--- src/rtl/imem_loader_pkg.sv ---
// Shared types and constants for the instruction-memory loader.
// Defines the loader state encoding and the byte/word geometry.
package imem_loader_pkg;

    localparam int unsigned WORD_BYTES = 4;
    localparam int unsigned BYTE_W     = 8;

    typedef enum logic [1:0] {
        IDLE,
        RECV,
        WRITE,
        DONE
    } state_t;

endpackage

--- src/rtl/imem_word_packer.sv ---
// Packs a byte stream little-endian into 32-bit words.
// Raises word_full in the cycle the final byte of a word is strobed in.
module imem_word_packer
    import imem_loader_pkg::*;
(
    input  logic                         clk,
    input  logic                         clear,
    input  logic                         byte_stb,
    input  logic [BYTE_W-1:0]            byte_in,
    output logic                         word_full,
    output logic [WORD_BYTES*BYTE_W-1:0] word
);

    localparam int unsigned CNT_W = $clog2(WORD_BYTES);

    logic [CNT_W-1:0]               byte_cnt;
    logic [WORD_BYTES*BYTE_W-1:0]   asm_q;

    always_ff @(posedge clk) begin
        if (clear) begin
            byte_cnt <= '0;
            asm_q    <= '0;
        end else if (byte_stb) begin
            asm_q[byte_cnt*BYTE_W +: BYTE_W] <= byte_in;
            byte_cnt                         <= byte_cnt + CNT_W'(1);
        end
    end

    // Merge the incoming byte so the full word is available on the same edge.
    always_comb begin
        word = asm_q;
        if (byte_stb) begin
            word[byte_cnt*BYTE_W +: BYTE_W] = byte_in;
        end
    end

    assign word_full = byte_stb && (byte_cnt == CNT_W'(WORD_BYTES - 1));

endmodule

--- src/rtl/imem_loader.sv ---
// Loads a program image into instruction memory from a byte stream,
// holding the core in reset until the requested number of words is written.
module imem_loader
    import imem_loader_pkg::*;
#(
    parameter int unsigned DEPTH  = 32,
    parameter int unsigned ADDR_W = 5
) (
    input  logic                         clk,
    input  logic                         reset,
    input  logic                         load_start,
    input  logic [ADDR_W:0]              load_len,
    input  logic                         byte_valid,
    input  logic [BYTE_W-1:0]            byte_data,
    output logic                         byte_ready,
    output logic                         imem_we,
    output logic [ADDR_W-1:0]            imem_addr,
    output logic [WORD_BYTES*BYTE_W-1:0] imem_wdata,
    output logic                         load_done,
    output logic                         cpu_reset
);

    localparam logic [ADDR_W:0] DEPTH_LEN = (ADDR_W + 1)'(DEPTH);

    state_t                       state;
    logic [ADDR_W-1:0]            word_idx;
    logic [ADDR_W:0]              len;
    logic [ADDR_W:0]              clamped_len;
    logic                         start_ok;
    logic                         byte_stb;
    logic                         word_full;
    logic [WORD_BYTES*BYTE_W-1:0] word;
    logic                         last_word;

    assign clamped_len = (load_len > DEPTH_LEN) ? DEPTH_LEN : load_len;
    assign start_ok    = load_start && ((state == IDLE) || (state == DONE));
    assign byte_stb    = byte_valid && byte_ready;
    assign last_word   = (({1'b0, word_idx} + (ADDR_W + 1)'(1)) == len);

    imem_word_packer u_packer (
        .clk       (clk),
        .clear     (reset || start_ok),
        .byte_stb  (byte_stb),
        .byte_in   (byte_data),
        .word_full (word_full),
        .word      (word)
    );

    always_ff @(posedge clk) begin
        if (reset) begin
            state      <= IDLE;
            word_idx   <= '0;
            len        <= '0;
            imem_addr  <= '0;
            imem_wdata <= '0;
        end else begin
            case (state)
                IDLE, DONE: begin
                    if (load_start) begin
                        len      <= clamped_len;
                        word_idx <= '0;
                        state    <= (clamped_len == '0) ? DONE : RECV;
                    end
                end
                RECV: begin
                    if (word_full) begin
                        imem_addr  <= word_idx;
                        imem_wdata <= word;
                        state      <= WRITE;
                    end
                end
                WRITE: begin
                    // Index is left at the last address on completion so it never leaves range.
                    if (last_word) begin
                        state <= DONE;
                    end else begin
                        word_idx <= word_idx + ADDR_W'(1);
                        state    <= RECV;
                    end
                end
                default: state <= IDLE;
            endcase
        end
    end

    assign byte_ready = (state == RECV);
    assign imem_we    = (state == WRITE);
    assign load_done  = (state == DONE);
    assign cpu_reset  = (state != DONE);

endmodule

--- config.mk ---
export PLATFORM = sky130hd
export DESIGN_NAME = imem_loader
export DESIGN_NICKNAME = d
export VERILOG_FILES = /design/src/rtl/imem_loader_pkg.sv /design/src/rtl/imem_word_packer.sv /design/src/rtl/imem_loader.sv
export SDC_FILE = /design/constraint.sdc
export NUM_CORES = 1
export LEC_CHECK = 0
export ABC_AREA = 1
export CAP_MARGIN = 25
export CORE_UTILIZATION = 45
export CTS_CLUSTER_DIAMETER = 100
export DETAILED_ROUTE_END_ITERATION = 7
export DONT_BUFFER_PORTS = 1
export SETUP_SLACK_MARGIN = 0.05
export SYNTH_ARGS = -nofsm -noshare
export SYNTH_HDL_FRONTEND = slang
export SYNTH_SLANG_ARGS = --single-unit
--- constraint.sdc ---
create_clock -name clk -period 3.8 [get_ports clk]
set_input_delay 0.76 -clock clk [delete_from_list [all_inputs] [get_ports clk]]
set_output_delay 0.76 -clock clk [all_outputs]
set_load 0.02 [all_outputs]
==> results.md, run 1 <==
* Dominant cell type by area after synthesis: dfxtp_1
* Vias at 2,800
* Global Route Usage Sum at 20.30%
* Port Buf Inserts at 0
* Worst Skew at 0.005958 ns
* Core area at 0.007253 mm^2
* Number of global-route vias before repair at 2,562
* Hold-fix buffer count after cts at 0
* Clock buffer depth at 2
* Most frequent cells after synthesis: 99 x nand2_1, 76 x dfxtp_1, 65 x inv_1
* Filler instances at 747
* WHS Path Cells at 1
* Clk sinks at 76
* Total Power at 1995 uW
* I/O pins at 59
* Fmax at 0.3819 GHz
* Status: finished clean
* Setup violators final at 0
* Post CTS Setup Buffer Count at 0
* CP startpoint kind: flip-flop
* Final wirelength at 7527 um
* H-tree levels at 3
* Critical path class: reg2reg
* Post-route ant nets at 0
* Number of distinct library cells after synthesis at 30
* Leak at 0.001580 uW
* Clk slew on worst S/H paths at 0.08 ns
* Yosys warnings at 0
* Clock tree root driver cell: clkbuf_8
* Synth Net Count at 493
* R2R setup slack at 1.18 ns
* Final Hold Fails at 0
* Mapped Cells at 465
* CTS tree: built
* DIE HEIGHT at 88.84 um
* Top_reg_cell synth: dfxtp_1
* Max_slew headroom at 32.10%
* Layout Cells excl Fill at 558
* Inst Count DP at 542
* Routability cong. at 0.8418
* Measured slew at the worst slew-check pin at 1.016 ns
* Starting density of the core at 46.78%
* Power Dens Cells at 544.6 mW/mm^2
* RR Endpoint: imem_wdata[3]
* Seq cells post-synth at 76
* Drt first-iter violations at 134
* First-pass GRT wire length at 11,900 um
* Most frequent cell after synthesis: nand2_1
* DRT Pass-1 Iters at 4
* Hold Path Sink: word_idx[4]
* Final Critical Period at 2.619 ns
* Reg2Reg Depth at 10
* Async SR Flop Fraction at 0%
* Top cell type's share of synthesized area at 44.84%
* Crit path max fanout at 42
* Crit path required time at 4.04 ns
* DRC at 0
* Ant. Diodes at 0
* Register area share after synthesis at 44.84%
* VDD IR max at 0.2476 mV
* Number of core rows at 31
* Largest net degree at the start of global routing at 43
* CTS Buf Count at 9
* Max cap viols at 0
* DIE AREA at 0.007892 mm^2
* Hold Path Class: in2reg
* Sequential cell area at 0.001521 mm^2
* Final global-route overflow total at 0
* Worst Setup End Kind: flip-flop
* Max Slew Vio Count at 0
* Fin crit share at 68.91%
* Initial antenna violation count at 0
* Reg-to-reg startpoint: state[1]
* Via/cell ratio at 5.018
* RSZ-0062 raised after global routing: no
* Hold Crit Start: reset
* Post_cts resized at 0
* Share of layout cells above drive strength 1 at 7.190%
* Wire length per cell at 13.49 um
* Cell Area, Synth at 0.003393 mm^2
* Critical Path AT at 2.86 ns
* Area contributors post-synth: dfxtp_1 45%, nand2_1 11%, inv_1 7.2%
* Number of synthesized flops with an enable pin at 0
* Post-Route Setup TNS at 0 ns
* Syn_area_per_cell at 7.297 um^2
* Nets@finish at 482
* DIE WIDTH at 88.84 um
* Area of the multi-input gates at 0.001483 mm^2
* DP Wirelength at 5335 um
* Area delta synth->final at 7.965%
* Clk Latency, worst-skew pair at 0.35 ns
-- worst max-delay path, cell delays in order, from the launching register on --
cell	delay (ns)
dfxtp_1	0.35
inv_1	0.09
ha_1	0.34
nand2_1	0.20
inv_2	0.12
nand2_1	0.29
inv_1	0.41
buf_4	0.43
nand2_1	0.10
o211ai_1	0.10
inv_1	0.06
-- cells by family (layout without fill, tap and decap cells) --
kind of cell	Yosys count	count (layout)	share of synthesized area [%]
XOR/XNOR	1	1	0.2582
adder cells (fa/ha/maj)	10	10	3.687
AND/OR/NAND/NOR	199	199	24.85
flip-flops	76	76	44.84
buffers and inverters	96	90	11.47
AO/OA/AOI/OAI	83	83	14.90
-- layer usage --
| layer | up-vias | global-route usage (%) | share of wire [%] |
|---|---|---|---|
| met5 | - | 0 | 0 |
| met4 | 0 | 11.29 | 2.6 |
| met3 | 16 | 4.664 | 5.1 |
| met2 | 57 | 35.24 | 47 |
| met1 | 1261 | 23.00 | 45 |
| li1 | 1466 | - | - |
-- state kept, by name (all words and copies together) (netlist names) --
signal	cells
len	6
u_packer.asm_q	24
imem_wdata	32
imem_addr	5
u_packer.byte_cnt	2
state	2
word_idx	5
-- final cells by class --
type	count	area share, %
Tap cell	99	3.381
Clock buffer	12	4.235
Multi-Input combinational cell	293	40.47
Clock inverter	4	2.596
Inverter	72	7.377
Timing Repair Buffer	2	0.4098
Sequential cell	76	41.53
-- cells in the final DEF, fill, tap and decap left out --
cell,n
o31ai_1,3
nand4_1,7
clkbuf_8,11
inv_1,65
nand3_4,1
xnor2_1,1
or2_2,1
clkinv_2,1
nand2_2,2
nor2_1,59
nand2_1,99
nor2_4,2
dfxtp_1,76
nor4_1,2
ha_1,10
a21oi_2,1
inv_2,5
nand3_1,22
o32ai_1,1
a22oi_1,5
o21ai_0,10
bufinv_16,3
a21oi_1,38
clkbuf_1,1
clkinv_1,2
buf_4,2
o31a_1,1
a211oi_1,1
nor2_2,4
o211ai_1,22
o22ai_1,1
-- where the power goes --
group / switching [uW] / leakage, uW / internal (uW) / total [uW]
clock: 286 / 0.000127 / 471 / 757
sequential: 40.9 / 0.000614 / 833 / 874
combinational: 256 / 0.000840 / 108 / 364
-- stage by stage --
stage | instance area, um^2 | util, % | hold slack [ns] | worst slack, ns
floorplan | 3393 | - | 0.4464 | 2.017
global placement | 3413 | 47.06 | 0.4623 | 1.301
detailed placement | 3413 | 47.06 | 0.4677 | 1.172
CTS | 3664 | 50.51 | 0.4431 | 1.162
global route | 3664 | 50.51 | 0.4430 | 0.8603
finish | 3664 | 50.51 | 0.4666 | 1.181
-- worst max-delay path by stage --
stage	start	end	cells after the start
2_1_floorplan	u_packer.byte_cnt[0]	imem_wdata[12]	10
3_3_place_gp	state[0]	imem_wdata[21]	9
3_5_place_dp	state[1]	imem_wdata[18]	10
4_1_cts	state[1]	imem_wdata[18]	10
5_1_grt	state[0]	imem_wdata[8]	9
6_report	state[1]	imem_wdata[3]	10
(Power assumes the default switching activity.)
==> inputs of run 2 (changes only) <==
- clock period: 3.8 -> 2.3 ns (I/O delays scaled with it)
==> run 2 against run 1 <==
Global-route usage hardly changed. Core utilization is 0.26 points higher. Sequential power is 64% higher. First-iteration DRC count is 20% lower. Power is 59% higher.
==> results.md, run 2 (synthesis gave the netlist of run 1 again) <==
* Status: finished clean
* Final global-route overflow total at 0 (unchanged)
* Worst Skew at 0.005960 ns (+0.000002610 ns)
* Clk Latency, worst-skew pair at 0.34 ns (about the same)
* DIE HEIGHT at 88.84 um (unchanged)
* Nets@finish at 488 (+1.2%)
* Measured slew at the worst slew-check pin at 0.4982 ns (-0.5179 ns)
* DIE AREA at 0.007892 mm^2 (unchanged)
* Reg-to-reg startpoint: u_packer.byte_cnt[0]
* First-pass GRT wire length at 12,020 um (+1.0%)
* Logic pwr share at 20.2% (+2.0 points)
* Core area at 0.007253 mm^2 (unchanged)
* Net Sw Frac at 30.58% (+1.4 points)
* R2R setup slack at 0.29 ns (-0.89 ns)
* Final Hold Fails at 0 (unchanged)
* Largest net degree at the start of global routing at 31 (-28%)
* VDD IR max at 0.3553 mV (+44%)
* Starting density of the core at 46.78% (unchanged)
* Fin crit share at 87.42% (+19 points)
* Final wirelength at 7467 um (-0.80%)
* Max Slew Vio Count at 0 (unchanged)
* Vias at 2,784 (-0.57%)
* I/O pins at 59 (unchanged)
* Initial antenna violation count at 0 (unchanged)
* Clock buffer depth at 2 (unchanged)
* Power Dens Cells at 861.6 mW/mm^2 (+58%)
* RR Endpoint: imem_wdata[13]
* Worst Setup End Kind: flip-flop
* CTS Buf Count at 9 (unchanged)
* DRT Pass-1 Iters at 4 (unchanged)
* Hold Crit Start: reset
* Port Buf Inserts at 0 (unchanged)
* Post-Route Setup TNS at 0 ns (unchanged)
* Hold Path Sink: word_idx[4]
* Net Sw Power at 970.1 uW (+67%)
* Largest reg by FF count: imem_wdata
* Drt first-iter violations at 107 (-20%)
* Top flop regs: imem_wdata (32), u_packer.asm_q (24), len (6)
* Critical path class: reg2reg
* Post CTS Setup Buffer Count at 0 (unchanged)
* CP startpoint kind: flip-flop
* Wire length per cell at 13.24 um (-1.9%)
* DRC at 0 (unchanged)
* Max reg flops at 32 (unchanged)
* H-tree levels at 3 (unchanged)
* Flop pwr share at 45.1% (+1.3 points)
* Via/cell ratio at 4.936 (-1.6%)
* Cell-internal power at 2203 uW (+56%)
* Number of global-route vias before repair at 2,581 (+0.74%)
* Max_slew headroom at 66.71% (+35 points)
* Reg2Reg Depth at 10 (unchanged)
* Area delta synth->final at 8.518%
* DIE WIDTH at 88.84 um (unchanged)
* Clock power frac at 34.7% (-3.3 points)
* Routability cong. at 0.8469 (+0.61%)
* Hold Path Class: in2reg
* Filler instances at 759 (+1.6%)
* Setup violators final at 0 (unchanged)
* Crit path max fanout at 11 (-74%)
* CTS tree: built
* Final Critical Period at 2.011 ns (-0.6081 ns)
* Share of layout cells above drive strength 1 at 8.817% (+1.6 points)
* DP Wirelength at 5399 um (+1.2%)
* Clock tree root driver cell: clkbuf_8
* Commonest non-fill, non-tap cell in the layout: nand2_1
* RSZ-0062 raised after global routing: no
* Fmax at 0.4974 GHz (+30%)
* Crit path required time at 2.59 ns (-1.45 ns)
* Total Power at 3173 uW (+59%)
* Clk sinks at 76 (unchanged)
* Critical Path AT at 2.30 ns (-0.56 ns)
* Number of core rows at 31 (unchanged)
* Global Route Usage Sum at 20.28% (-0.027 points)
* Max cap viols at 0 (unchanged)
* Leak at 0.001593 uW (+0.82%)
* Ant. Diodes at 0 (unchanged)
* Post-route ant nets at 0 (unchanged)
* Most frequent cells in the layout: 99 x nand2_1, 76 x dfxtp_1, 65 x inv_1
* Clk slew on worst S/H paths at 0.08 ns (about the same)
* WHS Path Cells at 1 (unchanged)
-- run 2: cell count changes in the layout (fill, tap and decap cells not counted), sizes merged --
| cell | change |
|---|---|
| bufinv | -2 |
| clkbuf | +1 |
| buf | +6 |
| clkinvlp | +1 |
-- run 2: repair_timing --
action / 4_1_cts / 5_1_grt
endpoints found under the setup margin: 0 / 5
resized for setup: 0 / 1
hold buffers: 0 / 0
-- run 2: worst max-delay path: stages (launching register included) --
cell and delay, ns:
dfxtp_1 0.34, clkinv_1 0.27, ha_1 0.51, inv_2 0.08
nor2_4 0.17, inv_2 0.07, o31ai_1 0.23, inv_1 0.08
nand2_1 0.06, o211ai_1 0.08, inv_1 0.06
-- run 2: worst max path at each step --
stage / from / end / cells past startpoint
after global placement: state[0] / imem_wdata[22] / 8
final: u_packer.byte_cnt[0] / imem_wdata[13] / 10
after global routing: u_packer.byte_cnt[0] / imem_wdata[11] / 10
after CTS: state[0] / imem_wdata[21] / 8
after detailed placement: state[0] / imem_wdata[21] / 8
after floorplan: u_packer.byte_cnt[0] / imem_wdata[12] / 10
-- run 2: through the flow --
stage / std cells / hold slack [ns] / setup slack (ns) / utilization [%] / cell area (um^2)
after global routing: 564 / 0.1468 / 0.1216 / 50.77 / 3682
after global placement: 548 / 0.4599 / 0.3160 / 47.68 / 3458
after CTS: 564 / 0.1543 / 0.2251 / 50.73 / 3680
after floorplan: 465 / 0.4464 / 0.5170 / - / 3393
final: 564 / 0.1636 / 0.2894 / 50.77 / 3682
after detailed placement: 548 / 0.4663 / 0.2421 / 47.68 / 3458
-- run 2: area by class of cell --
type | count | area (um^2) | area share (%)
inverter | 72 | 270.3 | 7.339
clock inverter | 3 | 42.54 | 1.155
multi-input combinational | 293 | 1485 | 40.33
tap | 99 | 123.9 | 3.364
clock buffer | 13 | 178.9 | 4.859
timing repair buffer | 8 | 60.06 | 1.631
sequential | 76 | 1521 | 41.32
-- run 2: power by group through the flow --
stage          sequential [uW]  combinational [uW]  clock (uW)
5_1_grt                   1440                 731        1180
3_5_place_dp              1460                 637           0
2_1_floorplan             1440                 533           0
4_1_cts                   1430                 642        1120
3_3_place_gp              1460                 630           0
6_report                  1430                 641        1100
-- run 2: per-layer routing --
metal,track usage [%],vias to the layer above,routed length (um)
met4,8.798,0,96
met5,0,-,0
met1,24.71,1249,3548
met2,34.27,51,3442
met3,4.664,9,379
li1,-,1475,-
==> inputs of run 3 (changes only) <==
- CORE_ASPECT_RATIO: unset -> 2
==> run 3 against run 2 <==
First-iteration DRC count grew 12%. Critical path type unchanged. Worst hold slack gained 0.031 ns. Highest routed layer unchanged. Clock skew shrank 0.0033 ns. Count of clock-buffer cells in the layout is the same. Sequential cell count is the same. Non-clock buffer count is the same. Combinational power grew 7.2%. Worst setup slack lost 0.0034 ns. Final cell count shrank 1.4%.
==> results.md, run 3 (synthesis gave the netlist of run 1 again) <==
* Cells along the critical path: clkinv_1 > ha_1 > inv_2 > nor2_4 > inv_2 > o31ai_1 > inv_1 > nand2_1 > o211ai_1 > inv_1
* Area delta synth->final at 10.66%
* DRT Pass-1 Iters at 4 (unchanged)
* Status: finished clean
* RSZ-0062 raised after global routing: no
* Clock power frac at 39.1% (+4.4 points)
* Crit path required time at 2.58 ns (about the same)
* Hold Path Class: in2reg
* Inst Count DP at 541 (-1.3%)
* Crit path max fanout at 11 (unchanged)
* Fin area at 0.003755 mm^2 (+2.0%)
* Area post-placement at 0.003462 mm^2 (+0.11%)
* Wire length per cell at 14.40 um (+8.7%)
* Number of core rows at 44 (+42%)
* Final global-route overflow total at 0 (unchanged)
* Hold-fix buffer count after cts at 0 (unchanged)
* Global Route Usage Sum at 22.02% (+1.7 points)
* CP peak stage delay at 0.53 ns (+0.02 ns)
* Total Power at 3465 uW (+9.2%)
* CP startpoint kind: flip-flop
* Ant. Diodes at 0 (unchanged)
* Worst Path Buf+Inv at 5 (unchanged)
* Layout Cells excl Fill at 556 (-1.4%)
* Fin crit share at 87.56% (+0.15 points)
* Share of layout cells above drive strength 1 at 8.405% (-0.41 points)
* Via/cell ratio at 5.113 (+3.6%)
* Critical-path top delay cell: ha_1
* DIE WIDTH at 63.40 um (-29%)
* Clk Latency, worst-skew pair at 0.33 ns (about the same)
* Measured slew at the worst slew-check pin at 0.4101 ns (-0.08813 ns)
* Commonest non-fill, non-tap cell in the layout: nand2_1
* Final Hold Fails at 0 (unchanged)
* Nets@finish at 488 (unchanged)
* Most frequent cells in the layout: 98 x nand2_1, 76 x dfxtp_1, 65 x inv_1
* Hold Slack at 0.1944 ns (+0.03081 ns)
* Net Sw Frac at 29.08% (-1.5 points)
* VDD IR max at 0.5472 mV (+54%)
* Post-Route Setup TNS at 0 ns (unchanged)
* Max_slew headroom at 72.60% (+5.9 points)
* Worst Setup End Kind: flip-flop
* H-tree levels at 3 (unchanged)
* Logic pwr share at 19.8% (-0.4 points)
* First-pass GRT wire length at 13,250 um (+10%)
* Final wirelength at 8004 um (+7.2%)
* Routability cong. at 0.8620 (+1.8%)
* Power Dens Cells at 922.7 mW/mm^2 (+7.1%)
* I/O pins at 59 (unchanged)
* Clock buffer depth at 2 (unchanged)
* Clock tree root driver cell: clkbuf_16
* DP Wirelength at 6056 um (+12%)
* DIE AREA at 0.007913 mm^2 (+0.27%)
* Setup violators final at 0 (unchanged)
* Final Critical Period at 2.014 ns (+0.003367 ns)
* Clk sinks at 76 (unchanged)
* Largest net degree at the start of global routing at 49 (+58%)
* DIE HEIGHT at 124.8 um (+40%)
* Critical path class: reg2reg
* Flop pwr share at 41.1% (-4.0 points)
* Filler instances at 737 (-2.9%)
* Core area at 0.007267 mm^2 (+0.19%)
* Worst Skew at 0.002704 ns (-0.003256 ns)
* Fmax at 0.4965 GHz (-0.17%)
* Starting density of the core at 46.69% (-0.089 points)
* Clk slew on worst S/H paths at 0.05 ns (-0.03 ns)
* Drt first-iter violations at 120 (+12%)
* Post-route ant nets at 0 (unchanged)
* CTS Buf Count at 9 (unchanged)
* DRC at 0 (unchanged)
* Initial antenna violation count at 0 (unchanged)
* Max reg flops at 32 (unchanged)
* R2R setup slack at 0.29 ns (about the same)
* Number of global-route vias before repair at 2,832 (+9.7%)
* Net Sw Power at 1008 uW (+3.9%)
* Leak at 0.001624 uW (+1.9%)
* Largest reg by FF count: imem_wdata
* Critical Path AT at 2.29 ns (about the same)
* Port Buf Inserts at 0 (unchanged)
* Max cap viols at 0 (unchanged)
* CTS tree: built
* Max Slew Vio Count at 0 (unchanged)
* Vias at 2,843 (+2.1%)
* Cell-internal power at 2457 uW (+12%)
* CP delay by family, top: buffers and inverters
* Top flop regs: imem_wdata (32), u_packer.asm_q (24), len (6)
==> run 3: cell type report <==
class	count	area (um^2)	share of cell area [%]
sequential	76	1521	40.52
multi-input combinational	293	1490	39.69
inverter	72	270.3	7.198
clock buffer	13	250.2	6.664
tap	92	115.1	3.066
timing repair buffer	8	72.57	1.933
clock inverter	2	35.03	0.9330
==> run 3: path summary, 6_finish.rpt <==
| check | end | from | cells past startpoint |
|---|---|---|---|
| hold reg to reg | u_packer.asm_q[16] | u_packer.asm_q[16] | 2 |
| setup / recovery | imem_wdata[13] | u_packer.byte_cnt[0] | 10 |
| hold / removal | word_idx[4] | reset | 1 |
| setup reg to reg | imem_wdata[13] | u_packer.byte_cnt[0] | 10 |
==> run 3: timing repair <==
item / 4_1_cts / 5_1_grt
hold endpoints to repair: 0 / 0
buffers inserted: 0 / 0
resized for setup: 0 / 3
setup endpoints to repair: 0 / 11
==> run 3: power by group through the flow <==
stage / Clock [uW] / Sequential (uW) / Combinational (uW)
CTS: 1390 / 1420 / 687
detailed placement: 0 / 1450 / 678
floorplan: 0 / 1440 / 533
global route: 1450 / 1430 / 778
global placement: 0 / 1450 / 668
finish: 1350 / 1420 / 687
==> run 3: stage by stage <==
step	util [%]	worst slack, ns
after global placement	47.64	0.2945
after CTS	51.57	0.2335
after detailed placement	47.64	0.2464
final	51.67	0.2861
after floorplan	-	0.5170
after global routing	51.67	0.06509
==> run 3: metal layers <==
layer	up-vias	global-route usage, %	share of wire, %	wire (um)
met5	-	0	0	0
met4	0	11.63	3.1	252
met3	14	6.960	5.3	424
met2	59	40.36	55	4423
met1	1301	20.92	36	2903
li1	1469	-	-	-
==> run 3: worst reg2reg max path: stages (launching register included) <==
cell and delay (ns):
dfxtp_1 0.33, clkinv_1 0.26, ha_1 0.54, inv_2 0.08
nor2_4 0.16, inv_2 0.07, o31ai_1 0.25, inv_1 0.08
nand2_1 0.06, o211ai_1 0.08, inv_1 0.06
